**src/rtl/cpu_sequencer_pkg.sv**
```systemverilog
// cpu_sequencer_pkg: state codes, opcodes, opcode classes and the
// BranchOp/StackOp encodings shared by the sequencer and the PC update logic.
package cpu_sequencer_pkg;

    typedef enum logic [2:0] {
        S_FETCH  = 3'd0,
        S_DECODE = 3'd1,
        S_EXEC   = 3'd2,
        S_MEM    = 3'd3,
        S_WB     = 3'd4,
        S_HALT   = 3'd5
    } state_t;

    localparam logic [5:0] OP_ALU_REG = 6'b000000;
    localparam logic [5:0] OP_ALU_IMM = 6'b000001;
    localparam logic [5:0] OP_LD      = 6'b000010;
    localparam logic [5:0] OP_ST      = 6'b000011;
    localparam logic [5:0] OP_BR      = 6'b001000;
    localparam logic [5:0] OP_BPL     = 6'b001001;
    localparam logic [5:0] OP_BMI     = 6'b001010;
    localparam logic [5:0] OP_BZ      = 6'b001011;
    localparam logic [5:0] OP_PUSH    = 6'b010000;
    localparam logic [5:0] OP_POP     = 6'b010001;
    localparam logic [5:0] OP_CALL    = 6'b010010;
    localparam logic [5:0] OP_RET     = 6'b010011;
    localparam logic [5:0] OP_HALT    = 6'b111111;

    typedef enum logic [3:0] {
        CL_NOP, CL_ALU_REG, CL_ALU_IMM, CL_LD, CL_ST,
        CL_BR, CL_BPL, CL_BMI, CL_BZ,
        CL_PUSH, CL_POP, CL_CALL, CL_RET, CL_HALT
    } op_class_t;

    localparam logic [2:0] BR_NONE = 3'b000;
    localparam logic [2:0] BR_BR   = 3'b001;
    localparam logic [2:0] BR_BPL  = 3'b010;
    localparam logic [2:0] BR_BMI  = 3'b011;
    localparam logic [2:0] BR_BZ   = 3'b100;

    localparam logic [2:0] SK_NONE = 3'b000;
    localparam logic [2:0] SK_PUSH = 3'b001;
    localparam logic [2:0] SK_POP  = 3'b010;
    localparam logic [2:0] SK_CALL = 3'b011;
    localparam logic [2:0] SK_RET  = 3'b100;

    function automatic logic [2:0] branch_enc(input op_class_t c);
        case (c)
            CL_BR:   return BR_BR;
            CL_BPL:  return BR_BPL;
            CL_BMI:  return BR_BMI;
            CL_BZ:   return BR_BZ;
            default: return BR_NONE;
        endcase
    endfunction

    // Branch and stack classes are disjoint, so StackOp is only ever
    // nonzero while BranchOp is BR_NONE.
    function automatic logic [2:0] stack_enc(input op_class_t c);
        case (c)
            CL_PUSH: return SK_PUSH;
            CL_POP:  return SK_POP;
            CL_CALL: return SK_CALL;
            CL_RET:  return SK_RET;
            default: return SK_NONE;
        endcase
    endfunction

    function automatic logic needs_mem(input op_class_t c);
        return c inside {CL_LD, CL_ST, CL_PUSH, CL_POP, CL_CALL, CL_RET};
    endfunction

    function automatic logic mem_write(input op_class_t c);
        return c inside {CL_ST, CL_PUSH, CL_CALL};
    endfunction

endpackage

```
**src/rtl/cpu_sequencer_if.sv**
```systemverilog
// cpu_sequencer_if: bundle between the sequencer and the datapath.
//   opcode/mem_ack           : datapath -> sequencer
//   strobes, BranchOp/StackOp,
//   state/halted/mem_err/
//   instr_count              : sequencer -> datapath
// master = sequencer side, slave = datapath side.
interface cpu_sequencer_if;
    logic [5:0]  opcode;
    logic        mem_ack;
    logic        mem_req;
    logic        mem_we;
    logic        ir_we;
    logic        reg_we;
    logic        pc_we;
    logic        sp_inc;
    logic        sp_dec;
    logic [2:0]  BranchOp;
    logic [2:0]  StackOp;
    logic [2:0]  state;
    logic        halted;
    logic        mem_err;
    logic [31:0] instr_count;

    modport master (
        input  opcode, mem_ack,
        output mem_req, mem_we, ir_we, reg_we, pc_we, sp_inc, sp_dec,
        output BranchOp, StackOp, state, halted, mem_err, instr_count
    );

    modport slave (
        output opcode, mem_ack,
        input  mem_req, mem_we, ir_we, reg_we, pc_we, sp_inc, sp_dec,
        input  BranchOp, StackOp, state, halted, mem_err, instr_count
    );
endinterface

```
**src/rtl/cpu_sequencer_opcode_decoder.sv**
```systemverilog
// opcode_decoder: purely combinational opcode -> class mapping.
//   opcode : 6-bit instruction opcode field
//   cls    : decoded class; unlisted opcodes decode to CL_NOP
module opcode_decoder
    import cpu_sequencer_pkg::*;
(
    input  logic [5:0] opcode,
    output op_class_t  cls
);
    always_comb begin
        cls = CL_NOP;
        case (opcode)
            OP_ALU_REG: cls = CL_ALU_REG;
            OP_ALU_IMM: cls = CL_ALU_IMM;
            OP_LD:      cls = CL_LD;
            OP_ST:      cls = CL_ST;
            OP_BR:      cls = CL_BR;
            OP_BPL:     cls = CL_BPL;
            OP_BMI:     cls = CL_BMI;
            OP_BZ:      cls = CL_BZ;
            OP_PUSH:    cls = CL_PUSH;
            OP_POP:     cls = CL_POP;
            OP_CALL:    cls = CL_CALL;
            OP_RET:     cls = CL_RET;
            OP_HALT:    cls = CL_HALT;
            default:    cls = CL_NOP;
        endcase
    end
endmodule

```
**src/rtl/cpu_sequencer.sv**
```systemverilog
// cpu_sequencer: multi-cycle instruction sequencer
// (FETCH -> DECODE -> EXEC -> [MEM] -> WB).
//   clk, rst : clock, synchronous active-high reset
//   bus      : cpu_sequencer_if.master -- opcode/mem_ack in; datapath
//              strobes, BranchOp/StackOp, state, halted, sticky mem_err,
//              retired instruction count out.
// A memory phase (FETCH or MEM) that waits MEM_TIMEOUT cycles without
// mem_ack halts the machine with mem_err set.
module cpu_sequencer
    import cpu_sequencer_pkg::*;
#(
    parameter int MEM_TIMEOUT = 15
) (
    input  logic            clk,
    input  logic            rst,
    cpu_sequencer_if.master bus
);
    localparam int WW = $clog2(MEM_TIMEOUT + 1);
    localparam logic [WW-1:0] WAIT_LAST = WW'(MEM_TIMEOUT - 1);

    state_t      state_q, state_d;
    logic [WW-1:0] wait_q;
    logic        mem_err_q;
    logic [31:0] cnt_q;
    logic        timeout;
    op_class_t   cls;

    logic mem_req, mem_we, ir_we, reg_we, pc_we, sp_inc, sp_dec;
    logic [2:0] branch_op, stack_op;

    opcode_decoder u_dec (
        .opcode (bus.opcode),
        .cls    (cls)
    );

    always_ff @(posedge clk) begin
        if (rst) begin
            state_q   <= S_FETCH;
            wait_q    <= '0;
            mem_err_q <= 1'b0;
            cnt_q     <= '0;
        end else begin
            state_q <= state_d;
            // Every entry into FETCH/MEM is a state change, so clearing on
            // any change starts each memory phase with a fresh count.
            if (state_d != state_q)
                wait_q <= '0;
            else if (mem_req && !bus.mem_ack)
                wait_q <= wait_q + WW'(1);
            if (timeout)
                mem_err_q <= 1'b1;
            if (state_q == S_WB)
                cnt_q <= cnt_q + 32'd1;
        end
    end

    always_comb begin
        state_d   = state_q;
        timeout   = 1'b0;
        mem_req   = 1'b0;
        mem_we    = 1'b0;
        ir_we     = 1'b0;
        reg_we    = 1'b0;
        pc_we     = 1'b0;
        sp_inc    = 1'b0;
        sp_dec    = 1'b0;
        branch_op = BR_NONE;
        stack_op  = SK_NONE;
        case (state_q)
            S_FETCH: begin
                mem_req = 1'b1;
                // ack wins over a timeout landing in the same cycle
                if (bus.mem_ack) begin
                    ir_we   = 1'b1;
                    state_d = S_DECODE;
                end else if (wait_q == WAIT_LAST) begin
                    timeout = 1'b1;
                    state_d = S_HALT;
                end
            end
            S_DECODE: state_d = (cls == CL_HALT) ? S_HALT : S_EXEC;
            S_EXEC:   state_d = needs_mem(cls) ? S_MEM : S_WB;
            S_MEM: begin
                mem_req = 1'b1;
                mem_we  = mem_write(cls);
                if (bus.mem_ack) begin
                    state_d = S_WB;
                end else if (wait_q == WAIT_LAST) begin
                    timeout = 1'b1;
                    state_d = S_HALT;
                end
            end
            S_WB: begin
                pc_we     = 1'b1;
                reg_we    = cls inside {CL_ALU_REG, CL_ALU_IMM, CL_LD, CL_POP};
                sp_dec    = cls inside {CL_PUSH, CL_CALL};
                sp_inc    = cls inside {CL_POP, CL_RET};
                branch_op = branch_enc(cls);
                stack_op  = stack_enc(cls);
                state_d   = S_FETCH;
            end
            S_HALT:  state_d = S_HALT;
            default: state_d = S_FETCH;
        endcase
    end

    // Outputs are decoded from the current state, which still holds its
    // pre-reset value during the reset cycle; gate so reset is quiet.
    assign bus.mem_req     = mem_req & ~rst;
    assign bus.mem_we      = mem_we  & ~rst;
    assign bus.ir_we       = ir_we   & ~rst;
    assign bus.reg_we      = reg_we  & ~rst;
    assign bus.pc_we       = pc_we   & ~rst;
    assign bus.sp_inc      = sp_inc  & ~rst;
    assign bus.sp_dec      = sp_dec  & ~rst;
    assign bus.BranchOp    = rst ? BR_NONE : branch_op;
    assign bus.StackOp     = rst ? SK_NONE : stack_op;
    assign bus.state       = state_q;
    assign bus.halted      = (state_q == S_HALT);
    assign bus.mem_err     = mem_err_q;
    assign bus.instr_count = cnt_q;

endmodule
```
**src/flat_wrapper.sv**
```systemverilog
// flat-port wrapper written by rule: the top's interface ports become plain ports
module cpu_sequencer_flat import cpu_sequencer_pkg::*;
#(
    parameter int MEM_TIMEOUT = 15
)
  (clk, rst, bus_opcode, bus_mem_ack, bus_mem_req, bus_mem_we, bus_ir_we, bus_reg_we, bus_pc_we, bus_sp_inc, bus_sp_dec, bus_BranchOp, bus_StackOp, bus_state, bus_halted, bus_mem_err, bus_instr_count);
  cpu_sequencer_if bus_i ();
  input  logic clk;
  input  logic rst;
  input wire logic [$bits(bus_i.opcode)-1:0] bus_opcode;
  input wire logic [$bits(bus_i.mem_ack)-1:0] bus_mem_ack;
  output wire logic [$bits(bus_i.mem_req)-1:0] bus_mem_req;
  output wire logic [$bits(bus_i.mem_we)-1:0] bus_mem_we;
  output wire logic [$bits(bus_i.ir_we)-1:0] bus_ir_we;
  output wire logic [$bits(bus_i.reg_we)-1:0] bus_reg_we;
  output wire logic [$bits(bus_i.pc_we)-1:0] bus_pc_we;
  output wire logic [$bits(bus_i.sp_inc)-1:0] bus_sp_inc;
  output wire logic [$bits(bus_i.sp_dec)-1:0] bus_sp_dec;
  output wire logic [$bits(bus_i.BranchOp)-1:0] bus_BranchOp;
  output wire logic [$bits(bus_i.StackOp)-1:0] bus_StackOp;
  output wire logic [$bits(bus_i.state)-1:0] bus_state;
  output wire logic [$bits(bus_i.halted)-1:0] bus_halted;
  output wire logic [$bits(bus_i.mem_err)-1:0] bus_mem_err;
  output wire logic [$bits(bus_i.instr_count)-1:0] bus_instr_count;
  assign bus_i.opcode = bus_opcode;
  assign bus_i.mem_ack = bus_mem_ack;
  assign bus_mem_req = bus_i.mem_req;
  assign bus_mem_we = bus_i.mem_we;
  assign bus_ir_we = bus_i.ir_we;
  assign bus_reg_we = bus_i.reg_we;
  assign bus_pc_we = bus_i.pc_we;
  assign bus_sp_inc = bus_i.sp_inc;
  assign bus_sp_dec = bus_i.sp_dec;
  assign bus_BranchOp = bus_i.BranchOp;
  assign bus_StackOp = bus_i.StackOp;
  assign bus_state = bus_i.state;
  assign bus_halted = bus_i.halted;
  assign bus_mem_err = bus_i.mem_err;
  assign bus_instr_count = bus_i.instr_count;
  cpu_sequencer #(.MEM_TIMEOUT(MEM_TIMEOUT)) u_core (.clk(clk), .rst(rst), .bus(bus_i));
endmodule
```
**config.mk**
```make
export PLATFORM = sky130hd
export DESIGN_NAME = cpu_sequencer_flat
export DESIGN_NICKNAME = d
export VERILOG_FILES = /design/src/rtl/cpu_sequencer_pkg.sv /design/src/rtl/cpu_sequencer_if.sv /design/src/rtl/cpu_sequencer_opcode_decoder.sv /design/src/rtl/cpu_sequencer.sv /design/src/flat_wrapper.sv
export SDC_FILE = /design/constraint.sdc
export NUM_CORES = 1
export LEC_CHECK = 0
export ABC_AREA = 1
export BUFFER_PORTS_ARGS = -buffer_cell sky130_fd_sc_hd__buf_2
export CELL_PAD_IN_SITES_DETAIL_PLACEMENT = 1
export CELL_PAD_IN_SITES_GLOBAL_PLACEMENT = 1
export CORE_MARGIN = 2
export CORE_UTILIZATION = 38
export DETAILED_ROUTE_END_ITERATION = 6
export PLACE_DENSITY_LB_ADDON = 0.25
export RECOVER_POWER = 25
export SKIP_CTS_REPAIR_TIMING = 1
export SLEW_MARGIN = 10
export SYNTH_ARGS = -nofsm -noshare
export SYNTH_HDL_FRONTEND = slang
export SYNTH_SLANG_ARGS = --single-unit
```
**constraint.sdc**
```tcl
create_clock -name clk -period 2.5 [get_ports clk]
set_input_delay 0.625 -clock clk [delete_from_list [all_inputs] [get_ports clk]]
set_output_delay 0.625 -clock clk [all_outputs]
set_load 0.03 [all_outputs]
```
==> qor.txt, run 1 <==
Outcome -> complete, but fails checks
Failing checks -> setup timing
Syn_nets -> 394
Worst Hold Depth -> 2
RSZ-0062 raised after global routing -> true
Fin worst setup slack -> -0.01610 ns
CTS tree -> done
Vias/cell -> 5.148
Max_cap viols -> 0
Iteration-0 DRC Markers -> 61
TritonCTS Sinks -> 40
Core Box Area -> 6681 µm²
Hold Fails Final Rpt -> 0
Fmax -> 397.4 MHz
Drt first pass iters -> 4
Number of CTS-inserted buffers -> 5
Final setup viols -> 1
Routability congestion estimate -> 0.8080
Wirelength per Cell -> 13.92 µm
Top FF cell, synth -> dfxtp_1
Antenna violations before repair -> 0
Most common cell after layout, fill and taps aside -> nand2_1
Filler Cell Count -> 920
Ant. Diodes -> 0
Reg area -> 800.8 µm²
Clock Skews -> 0.01003 ns
Post-layout nets -> 469
R2R depth -> 10
I/O pins -> 59
Post-Syn Instances -> 380
CP max FO -> 4
Final WL -> 7445 µm
Share of cells above drive strength 1 -> 28.79%
Num rows -> 30
Buffers added on ports -> 58
Clk pin slew, worst setup/hold paths -> 0.08 ns
Vias in the first global route -> 2661
Post-route ant nets -> 0
Setup TNS Final -> -0.01610 ns
Top-area cell type share of the netlist area -> 30.95%
EDFF count, synth -> 0
Final period utilization -> 100.6%
Sequential area share after synthesis -> 30.95%
Post-route DRC -> 0
Final hold slack -> 0.4802 ns
Pwr dens -> 416.0 nW/µm²
Area growth from synthesis to layout -> 26.40%
Clock buffer depth -> 2
Leak -> 0.001342 µW
Measured slew at the worst slew-check pin -> 0.5635 ns
Slew HR -> 62.44%
Setup CP Type -> in -> out
H-Tree Depth -> 2
Root Buffer Master -> clkbuf_8
Max-slew violations -> 0
First-pass GRT wire length -> 12030 µm
Crit path launch type -> input port
Post-place instance area -> 3092 µm²
Final instance area -> 3271 µm²
Gr ovfl total -> 0
Pin count of the biggest net entering global routing -> 25
Worst hold path class -> reg -> reg
Fin crit period -> 2.516 ns
DIE HEIGHT -> 86.52 µm
Post-synthesis cell area -> 2587 µm²
Unique masters post-synth -> 34
Async set-or-reset flop fraction in the synthesized netlist -> 0%
Arrival time of the worst setup path -> 1.89 ns
Die Wd -> 86.52 µm
Avg Inst Size Synth -> 6.809 µm²
Yosys warning count -> 0
Dpl hpwl -> 5767 µm
Max VDD drop -> 0.1831 mV
Area contributors post-synth -> dfxtp_1 (31%), nand2_1 (10%), inv_1 (6.8%), nor2_1 (6.5%), a21oi_1 (5.2%)
Util after Layout -> 48.95%
Initial Util -> 38.73%
Most frequent cells in the layout -> nand2_1 (68), inv_1 (46), nor2_1 (41)
Insertion delay to the later sink of the worst-skew pair -> 0.30 ns
Gr usage total -> 19.96%
Multi-input combinational cell area -> 1652 µm²
Synth area leader -> dfxtp_1
Vias post-DR -> 2754
Yosys reg bits -> 40
Die area -> 7485 µm²
Crit. End Element -> output port
Critical Path RT -> 1.88 ns
final timing paths:
path | start | to | slack, ns
max | bus_opcode[1] | bus_mem_we | -0.02
min reg2reg | u_core.bus.mem_err$_SDFFE_PP0P_ | u_core.bus.mem_err$_SDFFE_PP0P_ | 0.48
min | u_core.bus.mem_err$_SDFFE_PP0P_ | u_core.bus.mem_err$_SDFFE_PP0P_ | 0.48
max reg2reg | u_core.bus.state[0]$_SDFF_PP0_ | u_core.bus.instr_count[29]$_SDFFE_PP0N_ | 0.37
routing by layer:
metal	wire, µm	vias to the layer above	GRT usage, %	part of all wire [%]
li1	-	1395	-	-
met3	243	12	3.714	3.3
met5	0	-	0	0
met1	3283	1297	23.95	44
met4	146	0	6.108	2.0
met2	3772	50	35.94	51
through the flow:
stage | worst slack (ns) | instances | power [µW]
3_5_place_dp | -0.1822 | 525 | 937.1
6_report | -0.01610 | 535 | 1360
5_1_grt | -0.09692 | 535 | 1432
2_1_floorplan | -0.05038 | 380 | 862.9
3_3_place_gp | -0.1135 | 525 | 928.9
4_1_cts | -0.2019 | 532 | 1356
sequential cells by signal, indices dropped and copies added, names as in the netlist:
name	flops
u_core.bus.mem_err	1
u_core.bus.state	3
u_core.bus.instr_count	32
u_core.wait_q	4
cell type report:
type / instances / share of cell area, %
Multi-Input combinational cell: 278 / 50.50
Clock inverter: 2 / 0.3826
Clock buffer: 5 / 2.104
Tap cell: 80 / 3.060
Timing Repair Buffer: 73 / 12.85
Inverter: 57 / 6.618
Sequential cell: 40 / 24.48
worst max-delay path, stage by stage:
cell,delay [ns]
buf_6,0.10
ha_4,0.16
inv_2,0.05
nor2_1,0.03
nand2_1,0.07
nand3_2,0.09
nand2_4,0.11
inv_4,0.04
nor2_4,0.11
nand2_2,0.08
a211oi_4,0.24
buf_6,0.16
power by group:
group | internal (µW) | total (µW) | switching (µW)
Combinational | 92.6 | 272 | 180
Clock | 189 | 421 | 232
Sequential | 648 | 667 | 19.2
synthesized netlist by cell type, types with 2 or more instances:
library cell and n:
xnor2_1 2, nor2_2 2, nor3_4 3, xor2_1 8, o21ai_1 4, nand2_1 70
a21oi_1 27, a211oi_1 2, nand3_1 19, nor4_1 7, nor2_4 3, inv_1 47
o21ai_0 14, a31oi_1 2, clkbuf_1 4, inv_2 10, nand3_2 12, nand2_2 11
nand4_1 6, nor3_1 20, nor2_1 45, dfxtp_1 40, ha_1 5, o21a_1 2
nor3_2 6
cell families after synthesis:
| family | share of synthesized area (%) |
|---|---|
| xor+xnor | 3.385 |
| fa+ha+maj | 2.418 |
| simple gates | 42.36 |
| flops | 30.95 |
| compound gates | 11.61 |
| buf+inv | 9.284 |
Power figures use the tool's default switching activity.
==> run 2, diff against run 1 <==
--- a/config.mk
+++ b/config.mk
@@ -7,6 +7,7 @@
 export LEC_CHECK = 0
 export ABC_AREA = 1
 export BUFFER_PORTS_ARGS = -buffer_cell sky130_fd_sc_hd__buf_2
+export CAP_MARGIN = 20
 export CELL_PAD_IN_SITES_DETAIL_PLACEMENT = 1
 export CELL_PAD_IN_SITES_GLOBAL_PLACEMENT = 1
 export CORE_MARGIN = 2
==> constraint.sdc (replaced) <==
create_clock -name clk -period 2.4 [get_ports clk]
set_input_delay 0.6 -clock clk [delete_from_list [all_inputs] [get_ports clk]]
set_output_delay 0.6 -clock clk [all_outputs]
set_load 0.03 [all_outputs]
==> qor.txt, run 2 (synthesized netlist as in run 1, its figures left out) <==
Most common cell after layout, fill and taps aside -> nand2_1
Reg power frac -> 46.1%
Clock buffer depth -> 2
Fin crit period -> 2.450 ns
Cell family with most CP delay -> simple AND/OR/NAND/NOR gates
R2R depth -> 9
Pwr dens -> 436.9 nW/µm²
Pin count of the biggest net entering global routing -> 25
Vias post-DR -> 2834
Final period utilization -> 102.1%
Reg2reg setup slack -> 0.38 ns
Iteration-0 DRC Markers -> 48
Core Box Area -> 6681 µm²
Hold Fails Final Rpt -> 0
WP buf/inv -> 3
Comb power frac -> 21.6%
Fin worst setup slack -> -0.05036 ns
Wirelength per Cell -> 14.89 µm
P_int -> 1023 µW
Area growth from synthesis to layout -> 32.50%
GRT met2 Usage -> 38.18%
Die area -> 7485 µm²
Gr busiest metal -> met2
Antenna violations before repair -> 0
Drt first pass iters -> 4
Met3 Use GR -> 3.429%
Measured slew at the worst slew-check pin -> 0.5524 ns
Final hold slack -> 0.4747 ns
Crit path launch type -> input port
Vias in the first global route -> 2870
Crit. End Element -> output port
Clock Skews -> 0.01166 ns
Fmax -> 408.1 MHz
Dpl hpwl -> 6042 µm
Max_cap viols -> 0
Clock network fraction of total power -> 32.3%
Most frequent cells in the layout -> nand2_1 (65), buf_2 (47), inv_1 (45)
Worst hold path class -> reg -> reg
Vias/cell -> 5.238
Worst Hold Depth -> 2
Max-slew violations -> 0
Leak -> 0.001482 µW
Failing checks -> setup timing
Max FFs per register -> 32
Switching share of power -> 31.71%
I/O pins -> 59
Critical Path RT -> 1.80 ns
Net Switching -> 475.0 µW
GR Layer Usage met1 -> 25.28%
Filler Cell Count -> 894
Final cell count without fillers -> 541
# placed instances -> 528
Initial Util -> 38.73%
Number of CTS-inserted buffers -> 5
TritonCTS Sinks -> 40
CP Depth -> 11
Buffers added on ports -> 58
Outcome -> complete, but fails checks
Share of cells above drive strength 1 -> 34.49%
DIE HEIGHT -> 86.52 µm
Slew HR -> 63.13%
Insertion delay to the later sink of the worst-skew pair -> 0.30 ns
Ant. Diodes -> 0
Gr ovfl total -> 0
Routability congestion estimate -> 0.8259
Setup CP Type -> in -> out
First-pass GRT wire length -> 12850 µm
Clk pin slew, worst setup/hold paths -> 0.08 ns
Post-layout nets -> 474
Die Wd -> 86.52 µm
CTS tree -> done
Gr usage total -> 20.97%
Post-place setup slack -> -0.2448 ns
CP max stage cell -> a211oi_4
Post-route ant nets -> 0
Post-route DRC -> 0
Final WL -> 8057 µm
Max VDD drop -> 0.2428 mV
RSZ-0062 raised after global routing -> true
H-Tree Depth -> 2
Num rows -> 30
CP max FO -> 3
Final setup viols -> 2
Crit path cell chain -> buf_8 > ha_4 > inv_2 > nor2_1 > nand2_1 > nand3_2 > nand2_4 > nor2_4 > nand2_2 > a211oi_4 > buf_6
Arrival time of the worst setup path -> 1.85 ns
Delay of the slowest critical-path stage -> 0.24 ns
Root Buffer Master -> clkbuf_8
[run 2: changes by cell type in the layout (fill, tap and decap cells not counted), moves of 3 or more]
| cell | previous run | this run |
|---|---|---|
| nand2_1 | 68 | 65 |
| buf_2 | 33 | 47 |
| clkbuf_1 | 17 | 1 |
| buf_4 | 19 | 22 |
[run 2: layer usage]
layer	vias up	wire length (µm)
li1	1400	-
met1	1355	3442
met2	61	4205
met3	18	288
met4	0	120
met5	-	0
[run 2: worst register-to-register path, delay by kind of cell (launching register included)]
kind | cells | cell delay [ns]
AOI/OAI and AO/OA | 1 | 0.22
DFF | 1 | 0.40
buffers and inverters | 2 | 0.29
and+or+nand+nor | 6 | 1.03
[run 2: cell type report]
cell class | count | area [µm²] | share of cell area (%)
Clock buffer | 7 | 86.33 | 2.518
Clock inverter | 1 | 7.507 | 0.2190
Inverter | 57 | 220.2 | 6.423
Multi-Input combinational cell | 278 | 1712 | 49.93
Sequential cell | 40 | 800.8 | 23.36
Tap cell | 80 | 100.1 | 2.920
Timing Repair Buffer | 78 | 501.7 | 14.64
[run 2: through the flow]
| stage | TNS (ns) | utilization, % | total power [µW] | cell area [µm²] |
|---|---|---|---|---|
| floorplan | 0 | - | 903.5 | 2663 |
| global placement | -0.3736 | 46.99 | 979.7 | 3139 |
| detailed placement | -0.9619 | 46.99 | 988.4 | 3139 |
| CTS | -1.026 | 48.39 | 1471 | 3233 |
| global route | -0.8525 | 51.31 | 1578 | 3428 |
| finish | -0.07926 | 51.31 | 1498 | 3428 |
[run 2: power groups by stage]
stage                     registers [µW]  logic, µW  clock network (µW)
after floorplan                      723        180                   0
after CTS                            690        284                 498
after detailed placement             705        283                   0
after global placement               704        275                   0
after global routing                 692        356                 530
final                                690        324                 484
[run 2: final timing paths]
check | start | end
worst max-delay path | bus_opcode[1] | bus_mem_we
worst max register to register | u_core.bus.state[1]$_SDFF_PP0_ | u_core.bus.instr_count[25]$_SDFFE_PP0N_
worst min register to register | u_core.bus.mem_err$_SDFFE_PP0P_ | u_core.bus.mem_err$_SDFFE_PP0P_
worst min-delay path | u_core.bus.mem_err$_SDFFE_PP0P_ | u_core.bus.mem_err$_SDFFE_PP0P_
==> run 3, diff against run 2 <==
--- a/config.mk
+++ b/config.mk
@@ -5,7 +5,6 @@
 export SDC_FILE = /design/constraint.sdc
 export NUM_CORES = 1
 export LEC_CHECK = 0
-export ABC_AREA = 1
 export BUFFER_PORTS_ARGS = -buffer_cell sky130_fd_sc_hd__buf_2
 export CAP_MARGIN = 20
 export CELL_PAD_IN_SITES_DETAIL_PLACEMENT = 1
==> qor.txt, run 3 <==
Failing checks -> setup timing
First-pass GRT wire length -> 10960 µm
Fin crit period -> 2.652 ns
EDFF count, synth -> 0
Measured slew at the worst slew-check pin -> 0.8033 ns
Ant. Diodes -> 0
Leak -> 0.001300 µW
Outcome -> complete, but fails checks
Slew HR -> 46.45%
Complex-gate fraction of the synthesized area -> 13.59%
Num rows -> 27
Switching share of power -> 27.14%
Most common cell after layout, fill and taps aside -> nor2_1
Final WL -> 7501 µm
Post-place setup slack -> -0.3269 ns
Async set-or-reset flop fraction in the synthesized netlist -> 0%
Arrival time of the worst setup path -> 2.05 ns
Worst Hold Depth -> 2
Util after Layout -> 57.69%
Post-synthesis mux area share -> 0.9588%
Insertion delay to the later sink of the worst-skew pair -> 0.30 ns
Clock Skews -> 0.004159 ns
DIE HEIGHT -> 80.41 µm
Top FF cell, synth -> dfxtp_1
Iteration-0 DRC Markers -> 90
Most frequent cells after synthesis -> nor2_1 (50), dfxtp_1 (40), nand2_1 (22)
Critical Path Source -> bus_opcode[0]
Syn_nets -> 284
Pin count of the biggest net entering global routing -> 38
Drt first pass iters -> 4
Setup CP Type -> in -> out
Clk pin slew, worst setup/hold paths -> 0.08 ns
Simple-Gate Fraction of Synth Area -> 31.58%
Die area -> 6465 µm²
R2R depth -> 7
P_int -> 1088 µW
Critical Path RT -> 1.80 ns
Power Total -> 1493 µW
Filler Cell Count -> 683
Yosys warning count -> 0
H-Tree Depth -> 2
Reg2Reg Launch Point -> u_core.wait_q[0]$_SDFFE_PP0P_
Area growth from synthesis to layout -> 44.95%
RSZ-0062 raised after global routing -> true
Post-Syn Instances -> 270
Largest family of logic cells by synthesized area -> simple AND/OR/NAND/NOR gates
Final setup viols -> 13
Core Box Area -> 5574 µm²
Unique masters post-synth -> 52
Die Wd -> 80.41 µm
Clock network fraction of total power -> 36.7%
Crit. End Element -> output port
Pwr dens -> 464.4 nW/µm²
Post-route ant nets -> 0
Vias in the first global route -> 2293
Post-synthesis cell area -> 2218 µm²
Fmax -> 377.1 MHz
XOR/XNOR Fraction of Synth Area -> 11.84%
Hold path endpoint -> u_core.bus.mem_err$_SDFFE_PP0P_
# placed instances -> 419
Share of cells above drive strength 1 -> 34.54%
Crit path cell chain -> buf_8 > ha_4 > or3b_4 > a2111oi_4 > a21oi_2 > nor3_4 > buf_6
Worst hold path class -> reg -> reg
Hold Fails Final Rpt -> 0
Post-layout nets -> 372
Yosys reg bits -> 40
CP max FO -> 3
Final cell count without fillers -> 431
Dpl hpwl -> 4795 µm
Wirelength per Cell -> 17.40 µm
Area contributors post-synth -> dfxtp_1 (36%), nor2_1 (8.5%), xor2_1 (7.5%), xnor2_1 (4.3%), nand2_1 (3.7%)
Max_cap viols -> 0
Reg power frac -> 45.5%
Post-route DRC -> 0
Buffers added on ports -> 58
Fin worst setup slack -> -0.2518 ns
Gr ovfl total -> 0
Routability congestion estimate -> 0.8371
Root Buffer Master -> clkbuf_8
Sequential area share after synthesis -> 36.10%
TritonCTS Sinks -> 40
Avg Inst Size Synth -> 8.216 µm²
CTS tree -> done
Clock buffer depth -> 2
Cell family with most CP delay -> simple AND/OR/NAND/NOR gates
Net Switching -> 405.3 µW
Max FFs per register -> 32
Number of CTS-inserted buffers -> 5
WP buf/inv -> 2
Max VDD drop -> 0.4041 mV
Initial Util -> 39.80%
Synth area leader -> dfxtp_1
I/O pins -> 59
FF-to-FF End -> u_core.wait_q[1]$_SDFFE_PP0P_
Max-slew violations -> 0
Vias/cell -> 5.492
Vias post-DR -> 2367
Synth Area in Adders -> 2.820%
Most frequent cells in the layout -> nor2_1 (41), dfxtp_1 (40), buf_4 (34)
Final period utilization -> 110.5%
Reg2reg setup slack -> 0.33 ns
Top-area cell type share of the netlist area -> 36.10%
Gr usage total -> 21.43%
Hold Path Origin -> u_core.bus.mem_err$_SDFFE_PP0P_
CP max stage cell -> or3b_4
Count leader, synth -> nor2_1
Crit path launch type -> input port
Delay of the slowest critical-path stage -> 0.39 ns
Antenna violations before repair -> 0
Comb power frac -> 17.8%
-- run 3: power groups by stage --
stage / clock (µW) / combinational [µW] / sequential, µW
after floorplan: 0 / 136 / 707
after global placement: 0 / 223 / 695
after detailed placement: 0 / 230 / 696
after CTS: 560 / 231 / 680
after global routing: 583 / 286 / 681
final: 548 / 265 / 680
-- run 3: final cells by class --
cell class	instances	area, µm²	share of cell area [%]
Clock buffer	6	72.57	2.257
Sequential cell	40	800.8	24.90
Clock inverter	2	35.03	1.089
Timing Repair Buffer	92	619.3	19.26
Inverter	5	18.77	0.5837
Tap cell	72	90.09	2.802
Multi-Input combinational cell	214	1579	49.10
-- run 3: worst reg2reg max path, delay by kind of cell, from the launching register on --
kind                       cells  cell delay (ns)
buffers and inverters          1             0.07
adders and majority gates      1             0.21
DFF                            1             0.39
AOI/OAI and AO/OA              5             1.32
-- run 3: cells by family after synthesis --
group | after synthesis
simple gates | 137
compound gates | 40
flops | 40
xor+xnor | 30
buf+inv | 16
fa+ha+maj | 5
mux | 2
-- run 3: worst max path at each step --
stage	depth (start not counted)	endpoint
global placement	7	bus_mem_we
floorplan	6	bus_mem_we
global route	8	bus_sp_inc
detailed placement	9	u_core.wait_q[1]$_SDFFE_PP0P_
CTS	7	bus_mem_we
finish	7	bus_mem_we
-- run 3: per-layer routing --
layer | vias up | track usage (%) | part of all wire (%)
met5 | - | 0 | 0
met3 | 22 | 4.157 | 4.0
met2 | 58 | 37.17 | 51
li1 | 1137 | - | -
met1 | 1150 | 26.80 | 42
met4 | 0 | 6.271 | 2.5
-- run 3: per-stage QoR --
| stage | cell area [µm²] | hold WS, ns | setup TNS (ns) |
|---|---|---|---|
| after floorplan | 2357 | 0.5166 | -0.9586 |
| after global placement | 2915 | 0.4732 | -2.670 |
| after detailed placement | 2915 | 0.4749 | -3.225 |
| after CTS | 3023 | 0.4924 | -2.119 |
| after global routing | 3216 | 0.5272 | -2.098 |
| final | 3216 | 0.5042 | -1.317 |
